--- config.mk ---
export PLATFORM = sky130hd
export DESIGN_NAME = data_island_packet_assembler
export DESIGN_NICKNAME = d
export VERILOG_FILES = /design/src/rtl/hdmi_pkg.sv /design/src/rtl/bch_ecc_lane.sv /design/src/rtl/data_island_packet_assembler.sv
export SDC_FILE = /design/constraint.sdc
export NUM_CORES = 1
export LEC_CHECK = 0
export ABC_AREA = 1
export BUFFER_PORTS_ARGS = -buffer_cell sky130_fd_sc_hd__buf_2
export CELL_PAD_IN_SITES_DETAIL_PLACEMENT = 0
export CELL_PAD_IN_SITES_GLOBAL_PLACEMENT = 2
export CORE_MARGIN = 5
export CORE_UTILIZATION = 33
export DETAILED_ROUTE_END_ITERATION = 10
export GPL_ROUTABILITY_DRIVEN = 0
export HOLD_SLACK_MARGIN = 0.1
export PLACE_DENSITY_LB_ADDON = 0.15
export SYNTH_ARGS = -nofsm -noshare
export SYNTH_HDL_FRONTEND = slang
export SYNTH_HIERARCHICAL = 1
export SYNTH_SLANG_ARGS = --single-unit
--- constraint.sdc ---
create_clock -name clk_pixel -period 8.1 [get_ports clk_pixel]
set_clock_uncertainty 0.1 [all_clocks]
set_input_delay 0 -clock clk_pixel [delete_from_list [all_inputs] [get_ports clk_pixel]]
set_output_delay 0 -clock clk_pixel [all_outputs]
set_load 0.02 [all_outputs]
--- src/rtl/hdmi_pkg.sv ---
// Shared constants, types and the BCH parity step for the HDMI data-island path.
package hdmi_pkg;

    localparam int PACKET_CYCLES      = 32;
    localparam int HEADER_DATA_CYCLES = 24;
    localparam int SUB_DATA_CYCLES    = 28;
    localparam int SUBPACKETS         = 4;
    localparam int SUBPACKET_BITS     = 56;

    localparam logic [7:0] DEFAULT_ECC_POLY = 8'b1000_0011;

    typedef logic [23:0] header_t;
    typedef logic [55:0] subpacket_t;

    // One LSB-first LFSR step of G(x)=1+x^6+x^7+x^8; poly is the feedback mask.
    function automatic logic [7:0] bch_step(input logic [7:0] ecc, input logic data_bit,
                                            input logic [7:0] poly);
        logic [7:0] shifted;
        shifted = ecc >> 1;
        bch_step = (ecc[0] ^ data_bit) ? (shifted ^ poly) : shifted;
    endfunction

endpackage

--- src/rtl/bch_ecc_lane.sv ---
// BCH parity accumulator for one packet lane; absorbs BITS_PER_CYCLE bits per
// advance, bit 0 first.
module bch_ecc_lane
    import hdmi_pkg::*;
#(
    parameter int         BITS_PER_CYCLE = 1,
    parameter logic [7:0] ECC_POLY       = DEFAULT_ECC_POLY
) (
    input  logic                      clk,
    input  logic                      reset,
    input  logic                      clear,
    input  logic                      advance,
    input  logic [BITS_PER_CYCLE-1:0] data,
    output logic [7:0]                ecc
);

    logic [7:0] ecc_next;

    always_comb begin
        ecc_next = ecc;
        for (int b = 0; b < BITS_PER_CYCLE; b++) begin
            ecc_next = bch_step(ecc_next, data[b], ECC_POLY);
        end
    end

    // Clear wins over advance so a wrap or an early island end starts the next packet clean.
    always_ff @(posedge clk) begin
        if (reset || clear) begin
            ecc <= 8'h00;
        end else if (advance) begin
            ecc <= ecc_next;
        end
    end

endmodule

--- src/rtl/data_island_packet_assembler.sv ---
// Serialises one 32-cycle HDMI data-island packet (header + 4 subpackets) with BCH parity.
// Optional build macro PKT_ECC_INJECT_EN adds inject_ecc_err to corrupt header parity bit 0.
module data_island_packet_assembler
    import hdmi_pkg::*;
#(
    parameter logic [7:0] ECC_POLY = DEFAULT_ECC_POLY
) (
    input  logic         clk_pixel,
    input  logic         reset,
    input  logic         data_island_period,
    input  logic [23:0]  header,
    input  logic [223:0] sub,
`ifdef PKT_ECC_INJECT_EN
    input  logic         inject_ecc_err,
`endif
    output logic         packet_start,
    output logic [8:0]   packet_data,
    output logic         packet_valid,
    output logic [4:0]   packet_counter,
    output logic         packet_abort
);

    logic [4:0]   cnt;
    header_t      header_q;
    logic [223:0] sub_q;

    logic         capture;
    logic         last_cycle;
    logic         hdr_phase;
    logic         sub_phase;
    logic         clear_ecc;
    header_t      hdr_cur;
    logic [223:0] sub_cur;
    logic         hdr_bit;
    logic [7:0]   ecc_h;
    logic [7:0]   ecc_s    [SUBPACKETS];
    logic [1:0]   sub_bits [SUBPACKETS];
    logic [8:0]   word;

`ifdef PKT_ECC_INJECT_EN
    logic         inject_q;
`endif

    assign capture    = data_island_period && (cnt == 5'd0);
    assign last_cycle = (cnt == 5'(PACKET_CYCLES - 1));
    assign hdr_phase  = (cnt < 5'(HEADER_DATA_CYCLES));
    assign sub_phase  = (cnt < 5'(SUB_DATA_CYCLES));
    assign clear_ecc  = !data_island_period || last_cycle;

    // Cycle 0 serialises straight from the live inputs while the shadow copy is loaded.
    assign hdr_cur = (cnt == 5'd0) ? header : header_q;
    assign sub_cur = (cnt == 5'd0) ? sub    : sub_q;
    assign hdr_bit = hdr_cur[cnt];

    assign packet_start = capture && !reset;

    bch_ecc_lane #(
        .BITS_PER_CYCLE (1),
        .ECC_POLY       (ECC_POLY)
    ) u_ecc_header (
        .clk     (clk_pixel),
        .reset   (reset),
        .clear   (clear_ecc),
        .advance (data_island_period && hdr_phase),
        .data    (hdr_bit),
        .ecc     (ecc_h)
    );

    for (genvar i = 0; i < SUBPACKETS; i++) begin : g_sub
        subpacket_t lane_bits;

        assign lane_bits   = sub_cur[i*SUBPACKET_BITS +: SUBPACKET_BITS];
        assign sub_bits[i] = {lane_bits[{cnt, 1'b1}], lane_bits[{cnt, 1'b0}]};

        bch_ecc_lane #(
            .BITS_PER_CYCLE (2),
            .ECC_POLY       (ECC_POLY)
        ) u_ecc_sub (
            .clk     (clk_pixel),
            .reset   (reset),
            .clear   (clear_ecc),
            .advance (data_island_period && sub_phase),
            .data    (sub_bits[i]),
            .ecc     (ecc_s[i])
        );
    end

    // Data bits first, then the frozen parity byte indexed by the offset into the parity phase.
    always_comb begin
        word    = 9'd0;
        word[0] = hdr_phase ? hdr_bit : ecc_h[cnt[2:0]];
`ifdef PKT_ECC_INJECT_EN
        if (cnt == 5'(HEADER_DATA_CYCLES)) begin
            word[0] = word[0] ^ inject_q;
        end
`endif
        for (int i = 0; i < SUBPACKETS; i++) begin
            word[1+i] = sub_phase ? sub_bits[i][0] : ecc_s[i][{cnt[1:0], 1'b0}];
            word[5+i] = sub_phase ? sub_bits[i][1] : ecc_s[i][{cnt[1:0], 1'b1}];
        end
    end

    // packet_valid qualifies packet_data/packet_counter one cycle after the cnt they describe;
    // there is no back-pressure, the TMDS side consumes every valid word.
    always_ff @(posedge clk_pixel) begin
        if (reset) begin
            cnt            <= 5'd0;
            header_q       <= '0;
            sub_q          <= '0;
            packet_data    <= 9'd0;
            packet_valid   <= 1'b0;
            packet_counter <= 5'd0;
            packet_abort   <= 1'b0;
        end else begin
            packet_valid   <= data_island_period;
            packet_data    <= data_island_period ? word : 9'd0;
            packet_counter <= data_island_period ? cnt : 5'd0;
            packet_abort   <= !data_island_period && (cnt != 5'd0);
            cnt            <= data_island_period ? cnt + 5'd1 : 5'd0;
            if (capture) begin
                header_q <= header;
                sub_q    <= sub;
            end
        end
    end

`ifdef PKT_ECC_INJECT_EN
    always_ff @(posedge clk_pixel) begin
        if (reset) begin
            inject_q <= 1'b0;
        end else if (capture) begin
            inject_q <= inject_ecc_err;
        end
    end
`endif

endmodule

==> reports/summary.txt, run 1 <==
Status: finished, final reports clean
CP Launch Type: flip-flop
CTS clk-pin slew, worst paths: 0.06 ns
Maximum VDD drop: 0.121 mV
Syn nets: 2972
Clock Latency Late Sink: 0.55 ns
CP dominant cell by count: nor2_4
Crit path time final: 4.91 ns
Worst-Margin Slew: 1.23 ns
FP Rows: 83
DRC: 0
Grt ovf: 0
Total power draw: 0.00438 W
DIE AREA: 57000 µm²
Max Transition Viols Final: 0
Count leader, synth: nand2_1
Max-cap viol count: 0
First-pass GRT wire length: 106000 µm
Endpoint class of the critical path: flip-flop
Critical path type: flip-flop to flip-flop
P&R area growth vs syn: 32.4%
Port bufs: 267
Reg2reg start: cnt[0]$_SDFF_PP0_
Initial antenna violation count: 0
Post-CTS Setup Bufs: 0
Synth top cells by count: nand2_1 (618), nand3_1 (340), dfxtp_1 (309), inv_1 (272), a21oi_1 (239)
FF/Latch Area: 6190 µm²
Initial Util: 33.5%
Max FO, Critical Path: 198
Post-CTS Resized: 0
Core ar.: 51600 µm²
DP HPWL: 41200 µm
Hold Violations, Final: 0
Setup_tns: 0 ns
Nets: 3370
CP bufs+invs: 6
Routed Antenna Nets: 0
Top Ports: 268
Worst setup path start: cnt[0]$_SDFF_PP0_
Placed inst area: 18600 µm²
Seq/Total Area, Yosys: 35.8%
DIE HEIGHT: 239 µm
Die width: 239 µm
Diodes inserted: 0
Final WS setup: 3.19 ns
Post-Syn Instances: 2718
1st-iter DRT viols: 1258
Dpl ws: 3.45 ns
# hold bufs at CTS: 292
Unrepaired setup endpoints after global routing: false
CTS max path bufs: 3
Slowest-stage cell, CP: inv_8
CTS sink cnt: 309
Htree depth: 2
Cell taking the most area after synthesis: dfxtp_1
Fill count: 5367
All-Layer GR Usage: 23.0%
Min-delay src: sub[176]
Drt wl/cell: 17.8 µm
Vias per inst: 5.00
Layout cells sized above 1: 12.8%
Final setup fails: 0
Flops & latches, synth: 309
Yosys warns: 6
Worst-path cell chain: inv_4 -> ha_1 -> inv_1 -> nor2_4 -> nand2_8 -> nor2_4 -> buf_4 -> inv_8 -> buf_12 -> nor2_1 -> a211oi_1 -> dlygate4sd3_1
P_leak: 10.3 nW
Vias: 19.1k
Worst path top cell family by delay: buffers and inverters
Area of the multi-input gates: 8950 µm²
Worst R2R Path Depth: 12
Unique masters post-synth: 33
Largest net degree at the start of global routing: 199
Max incr delay on CP: 0.78 ns
Vias in the first global route: 18.7k
Crit share post-route: 60.6%
Required @ worst endpoint: 8.49 ns
Hold Path Depth: 4
Most area-consuming cells after synthesis: dfxtp_1 (36%), nand2_1 (13%), nand3_1 (9.9%)
Power Density: 192 nW/µm²
Worst slew margin: 18.0%
Async set-or-reset flop fraction in the synthesized netlist: 0%
CTS tree: done
Kind of path behind the tightest hold check: input pin to flip-flop
Routed WL: 68000 µm
Cts bufs inserted: 40
Max frequency: 204 MHz
Post-synth top area share: 35.8%
Worst path depth: 12
Mapped Avg Cell Area: 6.35 µm²
Clk root buf: clkbuf_16
Layout Cell Area excl Fill: 22900 µm²
DR pass1 iterations: 6
Ys flop type: dfxtp_1
Cell Area, Synth: 17300 µm²
Critical Path AT: 5.30 ns
Post-synth EDFFs: 0
logic make-up (layout without fill, tap and decap cells):
logic type      Yosys count  in the layout  synth area share (%)
simple gates           1317           1317                  33.8
compound gates          566            566                  17.4
buf+inv                 519            944                  12.5
flops                   309            309                  35.8
xor+xnor                  4              4                 0.203
fa+ha+maj                 3              3                 0.217
power by group:
group / internal [W] / total [W] / switching [W]
combinational: 0.000357 / 0.000892 / 0.000535
sequential: 0.00164 / 0.00168 / 0.0000430
clock: 0.00109 / 0.00181 / 0.000721
through the flow:
stage	util [%]	hold WS, ns	std cells
after detailed placement	36.1	0.152	3462
after CTS	44.3	0.102	3823
after global placement	36.1	0.146	3462
after floorplan	-	-0.0207	2718
final	44.3	0.140	3823
after global routing	44.3	0.141	3823
layout make-up:
cell class | count | area share (%)
clock buffer | 59 | 5.13
inverter | 292 | 4.85
tap | 680 | 3.72
timing repair buffer | 583 | 19.5
multi-input combinational | 1890 | 39.1
clock inverter | 10 | 0.547
sequential | 309 | 27.1
worst reg2reg max path, cell delays in order, from the launching register on:
cell and delay [ns]:
dfxtp_4 0.71, inv_4 0.26, ha_1 0.28, inv_1 0.09, nor2_4 0.06, nand2_8 0.43
nor2_4 0.11, buf_4 0.41, inv_8 0.79, buf_12 0.61, nor2_1 0.23, a211oi_1 0.19
dlygate4sd3_1 0.58
registers in the layout (all words and copies together) (netlist names):
signal / cells
cnt: 5
g_sub.u_ecc_sub/ecc: 32
header_q: 24
packet_abort: 1
packet_counter: 5
packet_data: 9
packet_valid: 1
sub_q: 224
u_ecc_header/ecc: 8
routing by layer:
metal | share of wire, % | track usage (%) | wire (µm)
met1 | 45 | 30.1 | 30300
met2 | 48 | 39.6 | 32600
met3 | 4.7 | 3.02 | 3160
met4 | 2.8 | 7.37 | 1920
met5 | 0 | 0 | 0
cells in the final DEF (no fill, tap or decap), types with 2 or more instances in the layout:
cell | synthesis | final
nand2_1 | 618 | 618
nand3_1 | 340 | 340
dfxtp_1 | 309 | 307
dlygate4sd3_1 | 0 | 292
inv_1 | 272 | 271
buf_2 | 70 | 266
a21oi_1 | 239 | 239
nor2_1 | 227 | 224
o21ai_0 | 213 | 213
nand3b_1 | 99 | 99
o21ai_1 | 48 | 48
clkbuf_16 | 0 | 41
a211oi_1 | 38 | 38
buf_4 | 24 | 23
inv_2 | 16 | 16
nand2_2 | 16 | 16
clkbuf_1 | 104 | 10
o211ai_1 | 9 | 9
o22ai_1 | 9 | 9
and3_1 | 8 | 8
clkbuf_8 | 0 | 8
clkinv_2 | 0 | 7
nor2_4 | 3 | 5
a221oi_1 | 4 | 4
xor2_1 | 4 | 4
ha_1 | 3 | 3
bufinv_16 | 0 | 3
a21oi_2 | 3 | 3
inv_4 | 0 | 2
nor3_1 | 2 | 2
clkinv_1 | 4 | 2
nor2_2 | 1 | 2
buf_12 | 0 | 2
a211oi_2 | 2 | 2
final timing paths:
path                                   to  slack [ns]
setup / recovery  sub_q[216]$_SDFFE_PP0P_        3.19
hold / removal    sub_q[176]$_SDFFE_PP0P_        0.14
setup reg to reg  sub_q[216]$_SDFFE_PP0P_        3.19
hold reg to reg   sub_q[142]$_SDFFE_PP0P_        0.35
(Power assumes the default switching activity.)
==> inputs of run 2 (changes only) <==
--- a/config.mk
+++ b/config.mk
@@ -10,7 +10,7 @@
 export CELL_PAD_IN_SITES_DETAIL_PLACEMENT = 0
 export CELL_PAD_IN_SITES_GLOBAL_PLACEMENT = 2
 export CORE_MARGIN = 5
-export CORE_UTILIZATION = 33
+export CORE_UTILIZATION = 31
 export DETAILED_ROUTE_END_ITERATION = 10
 export GPL_ROUTABILITY_DRIVEN = 0
 export HOLD_SLACK_MARGIN = 0.1
==> constraint.sdc (replaced) <==
create_clock -name clk_pixel -period 4.8 [get_ports clk_pixel]
set_clock_uncertainty 0.1 [all_clocks]
set_input_delay 0 -clock clk_pixel [delete_from_list [all_inputs] [get_ports clk_pixel]]
set_output_delay 0 -clock clk_pixel [all_outputs]
set_load 0.02 [all_outputs]
==> run 2 against run 1 <==
  * Combinational power increased by 72%
  * Clock power increased by 80%
  * Highest routed layer is now met5
  * Via count increased by 0.62%
  * Critical path depth unchanged
  * Largest cell class unchanged
==> reports/summary.txt, run 2 (same netlist as run 1, synthesis figures left out) <==
Max FFs per register: 224
Final setup fails: 0
Status: finished, final reports clean
Grt ovf: 0
Clk pwr share: 42.7%
Core ar.: 55100 µm²
Switching share of power: 29.4%
Endpoint class of the critical path: flip-flop
Worst R2R Path Depth: 12
CP Launch Type: flip-flop
R2R setup slack: 0.85 ns
Most common cell after layout, fill and taps aside: nand2_1
Die width: 246 µm
Largest net degree at the start of global routing: 141
Sequential power share: 37.2%
DIE AREA: 60500 µm²
Critical path type: flip-flop to flip-flop
Nets: 3380
Routed Antenna Nets: 0
FP Rows: 86
DRC: 0
Top Registers: sub_q: 224 flops, g_sub.u_ecc_sub/ecc: 32 flops, header_q: 24 flops
DR pass1 iterations: 6
P_leak: 10.4 nW
CTS tree: done
Max Transition Viols Final: 0
CTS clk-pin slew, worst paths: 0.06 ns
P&R area growth vs syn: 34.6%
All-Layer GR Usage: 22.5%
Max-cap viol count: 0
DP HPWL: 41800 µm
Post-CTS Resized: 0
1st-iter DRT viols: 1387
Drt wl/cell: 17.9 µm
Vias: 19.2k
Required @ worst endpoint: 5.20 ns
Pint: 0.00538 W
Area of the multi-input gates: 8940 µm²
Initial antenna violation count: 3
Crit share post-route: 82.3%
Clock Latency Late Sink: 0.57 ns
Combinational power share: 20.1%
Crit path time final: 3.95 ns
Layout cells sized above 1: 13.2%
Port bufs: 267
Most frequent cells in the layout: nand2_1 (618), nand3_1 (340), dfxtp_1 (307)
CTS sink cnt: 309
Power Density: 328 nW/µm²
Critical Path AT: 4.35 ns
Initial Util: 31.3%
First-pass GRT wire length: 109000 µm
Maximum VDD drop: 0.248 mV
Post-CTS Setup Bufs: 0
Htree depth: 2
Setup_tns: 0 ns
Fill count: 5845
Final core occ: 42.2%
Worst-Margin Slew: 1.12 ns
Largest reg by FF count: sub_q
Vias per inst: 4.92
Routed WL: 69800 µm
CTS max path bufs: 3
FF/Latch Area: 6190 µm²
Vias in the first global route: 19.1k
Hold Violations, Final: 0
Unrepaired setup endpoints after global routing: false
Hold Path Depth: 4
Kind of path behind the tightest hold check: input pin to flip-flop
Max frequency: 253 MHz
Max FO, Critical Path: 140
Total power draw: 0.00761 W
Worst slew margin: 24.6%
Clk root buf: clkbuf_16
Top Ports: 268
DIE HEIGHT: 246 µm
NetSw: 0.00224 W
Cts bufs inserted: 42
==> run 2: power by group through the flow <==
stage,Sequential (W),Combinational (W),Clock (W)
6_report,0.00283,0.00153,0.00325
5_1_grt,0.00285,0.00172,0.00344
4_1_cts,0.00283,0.00154,0.00335
3_3_place_gp,0.00288,0.00133,0
3_5_place_dp,0.00289,0.00134,0
2_1_floorplan,0.00287,0.000906,0
==> run 2: timing repair <==
item                                    CTS  global route
hold buffers                            293             0
hold endpoints to repair                251             0
endpoints found under the setup margin    0             0
==> run 2: cell type report <==
type | count | area share, %
multi-input combinational | 1890 | 38.5
sequential | 309 | 26.6
timing repair buffer | 591 | 19.9
clock buffer | 71 | 5.95
inverter | 292 | 4.78
tap | 748 | 4.03
clock inverter | 6 | 0.237
antenna | 2 | 0.0215
==> run 2: critical path, stage by stage (launching register included) <==
cell and delay [ns]:
dfxtp_4 0.71, inv_6 0.05, ha_1 0.21, inv_1 0.09, nor2_4 0.06, nand2_8 0.09
buf_12 0.49, nor2_4 0.10, inv_8 0.51, buf_12 0.33, nor2_1 0.07, a211oi_1 0.19
dlygate4sd3_1 0.59
==> run 2: worst paths after layout <==
| kind | start | to |
|---|---|---|
| max reg2reg | cnt[0]$_SDFF_PP0_ | sub_q[105]$_SDFFE_PP0P_ |
| min | sub[184] | sub_q[184]$_SDFFE_PP0P_ |
| max | cnt[0]$_SDFF_PP0_ | sub_q[105]$_SDFFE_PP0P_ |
| min reg2reg | sub_q[129]$_SDFFE_PP0P_ | sub_q[129]$_SDFFE_PP0P_ |
==> run 2: per-layer routing <==
metal,track usage [%],vias up,part of all wire (%)
met1,29.5,9050,46
met2,39.0,471,48
met5,0,-,0.010
met3,2.81,89,4.3
li1,-,9628,-
met4,6.58,2,2.5
==> run 2: per-stage QoR <==
stage	cells	worst slack, ns	instance area (µm²)	hold WS [ns]
after floorplan	2718	1.71	17300	-0.0207
final	3909	0.848	23200	0.128
after detailed placement	3537	1.19	18900	0.146
after global placement	3537	1.20	18900	0.146
after global routing	3909	0.568	23200	0.143
after CTS	3907	0.878	23200	0.106
==> inputs of run 3 (changes only) <==
--- a/config.mk
+++ b/config.mk
@@ -10,7 +10,7 @@
 export CELL_PAD_IN_SITES_DETAIL_PLACEMENT = 0
 export CELL_PAD_IN_SITES_GLOBAL_PLACEMENT = 2
 export CORE_MARGIN = 5
-export CORE_UTILIZATION = 31
+export CORE_UTILIZATION = 28
 export DETAILED_ROUTE_END_ITERATION = 10
 export GPL_ROUTABILITY_DRIVEN = 0
 export HOLD_SLACK_MARGIN = 0.1
==> constraint.sdc (replaced) <==
create_clock -name clk_pixel -period 3.4 [get_ports clk_pixel]
set_clock_uncertainty 0.1 [all_clocks]
set_input_delay 0 -clock clk_pixel [delete_from_list [all_inputs] [get_ports clk_pixel]]
set_output_delay 0 -clock clk_pixel [all_outputs]
set_load 0.02 [all_outputs]
==> run 3 against run 2 <==
  * Register-to-register slack got worse by 0.64 ns
  * Wire length rose by 4.8%
  * Flip-flop and latch count did not move
  * Sequential share of layout area is 0.67 points lower
  * Largest cell class unchanged
==> reports/summary.txt, run 3 (same netlist as run 1, synthesis figures left out) <==
Max FO, Critical Path: 81
Dpl ws: 0.282 ns
Nets: 3441
Max Transition Viols Final: 0
All-Layer GR Usage: 21.1%
Vias in the first global route: 19.3k
CTS max path bufs: 3
Top Ports: 268
Cts bufs inserted: 42
Max incr delay on CP: 0.56 ns
Dpl cells: 3616
Maximum VDD drop: 0.332 mV
Layout Cell Area excl Fill: 23800 µm²
First-pass GRT wire length: 112000 µm
Crit share post-route: 93.9%
Top Registers: sub_q: 224 flops, g_sub.u_ecc_sub/ecc: 32 flops, header_q: 24 flops
Crit path time final: 3.19 ns
Max-cap viol count: 0
CP Launch Type: flip-flop
Placed inst area: 19300 µm²
Largest reg by FF count: sub_q
Max FFs per register: 224
DIE AREA: 66700 µm²
DRC: 0
CTS sink cnt: 309
P_leak: 10.7 nW
Final WS setup: 0.208 ns
Min Hold Slack: 0.133 ns
DIE HEIGHT: 258 µm
Hold Violations, Final: 0
Critical path type: flip-flop to flip-flop
Die width: 258 µm
Slowest-stage cell, CP: dlygate4sd3_1
Endpoint class of the critical path: flip-flop
Worst slew margin: 22.1%
Critical Path AT: 3.61 ns
Most frequent cells in the layout: nand2_1 (618), nand3_1 (338), dlygate4sd3_1 (312)
Layout cells sized above 1: 13.9%
Clock Latency Late Sink: 0.58 ns
Grt ovf: 0
Routed WL: 73200 µm
Drt wl/cell: 18.3 µm
Total power draw: 0.0106 W
P&R area growth vs syn: 38.1%
Vias: 19.5k
Clk root buf: clkbuf_16
Initial Util: 28.1%
Largest net degree at the start of global routing: 154
Core ar.: 61400 µm²
Final setup fails: 0
DR pass1 iterations: 5
CTS tree: done
Htree depth: 2
Initial antenna violation count: 4
1st-iter DRT viols: 1268
Required @ worst endpoint: 3.81 ns
FP Rows: 91
Vias per inst: 4.87
Diodes inserted: 0
Worst-path cell chain: inv_6 -> ha_1 -> inv_1 -> nor2_4 -> nand2_8 -> buf_12 -> buf_4 -> nor2_4 -> buf_12 -> buf_6 -> o21ai_0 -> nor2_1 -> dlygate4sd3_1
Kind of path behind the tightest hold check: input pin to flip-flop
Routed Antenna Nets: 0
Power Density: 445 nW/µm²
DP HPWL: 45000 µm
Most common cell after layout, fill and taps aside: nand2_1
Port bufs: 267
Max frequency: 313 MHz
CTS clk-pin slew, worst paths: 0.06 ns
Worst-Margin Slew: 1.17 ns
Finished Layout Cells: 3998
Status: finished, final reports clean
-- run 3: changes by cell type in the layout (fill, tap and decap cells not counted), moves of 3 or more --
cell / delta
buf_4: +27
dlygate4sd3_1: +19
buf_12: +12
clkbuf_8: -11
clkinv_2: -5
clkbuf_1: +3
-- run 3: layer usage --
metal,share of wire (%),vias to the layer above,GRT usage [%]
met5,0.057,-,0
met4,2.5,8,5.53
met3,4.6,112,3.40
met2,47,463,36.1
met1,46,9137,27.7
li1,-,9754,-
-- run 3: final cells by class --
cell class                      instances  area [µm²]
Fill cell                            6527       37500
Timing Repair Buffer                  651        5290
Sequential cell                       309        6190
Clock buffer                           63        1240
Multi-Input combinational cell       1890        8950
Timing Repair inverter                  1        11.3
Tap cell                              790         988
Inverter                              292        1130
Clock inverter                          2        38.8
-- run 3: what timing repair did --
item                                    CTS  global route
setup buffers                             0             3
endpoints found under the setup margin    0            30
gates resized for setup                   0             5
endpoints found under the hold margin   271             0
hold buffers                            312             0
-- run 3: power by group --
part / switching, W / internal (W) / leakage, nW / total [W]
registers: 0.0000932 / 0.00390 / 2.55 / 0.00399
clock network: 0.00174 / 0.00257 / 0.624 / 0.00430
logic: 0.00136 / 0.000955 / 7.50 / 0.00231
total: 0.00318 / 0.00742 / 10.7 / 0.0106
-- run 3: worst max-delay path: cells and delay by family, from the launching register on --
kind	cells	cell delay, ns
buffers and inverters	7	1.77
and+or+nand+nor	4	0.57
DFF	1	0.36
AOI/OAI and AO/OA	1	0.15
adders and majority gates	1	0.13
-- run 3: path summary, 6_finish.rpt --
path | cells past startpoint | to | from | slack (ns)
setup reg to reg | 13 | sub_q[16]$_SDFFE_PP0P_ | cnt[0]$_SDFF_PP0_ | 0.21
hold / removal | 4 | sub_q[85]$_SDFFE_PP0P_ | sub[85] | 0.13
setup / recovery | 13 | sub_q[16]$_SDFFE_PP0P_ | cnt[0]$_SDFF_PP0_ | 0.21
hold reg to reg | 2 | sub_q[1]$_SDFFE_PP0P_ | sub_q[1]$_SDFFE_PP0P_ | 0.35
-- run 3: stage by stage --
step             TNS, ns  util, %
6_report               0     38.8
5_1_grt        -0.000949     38.8
4_1_cts                0     38.7
3_5_place_dp           0     31.5
3_3_place_gp           0     31.5
2_1_floorplan          0        -
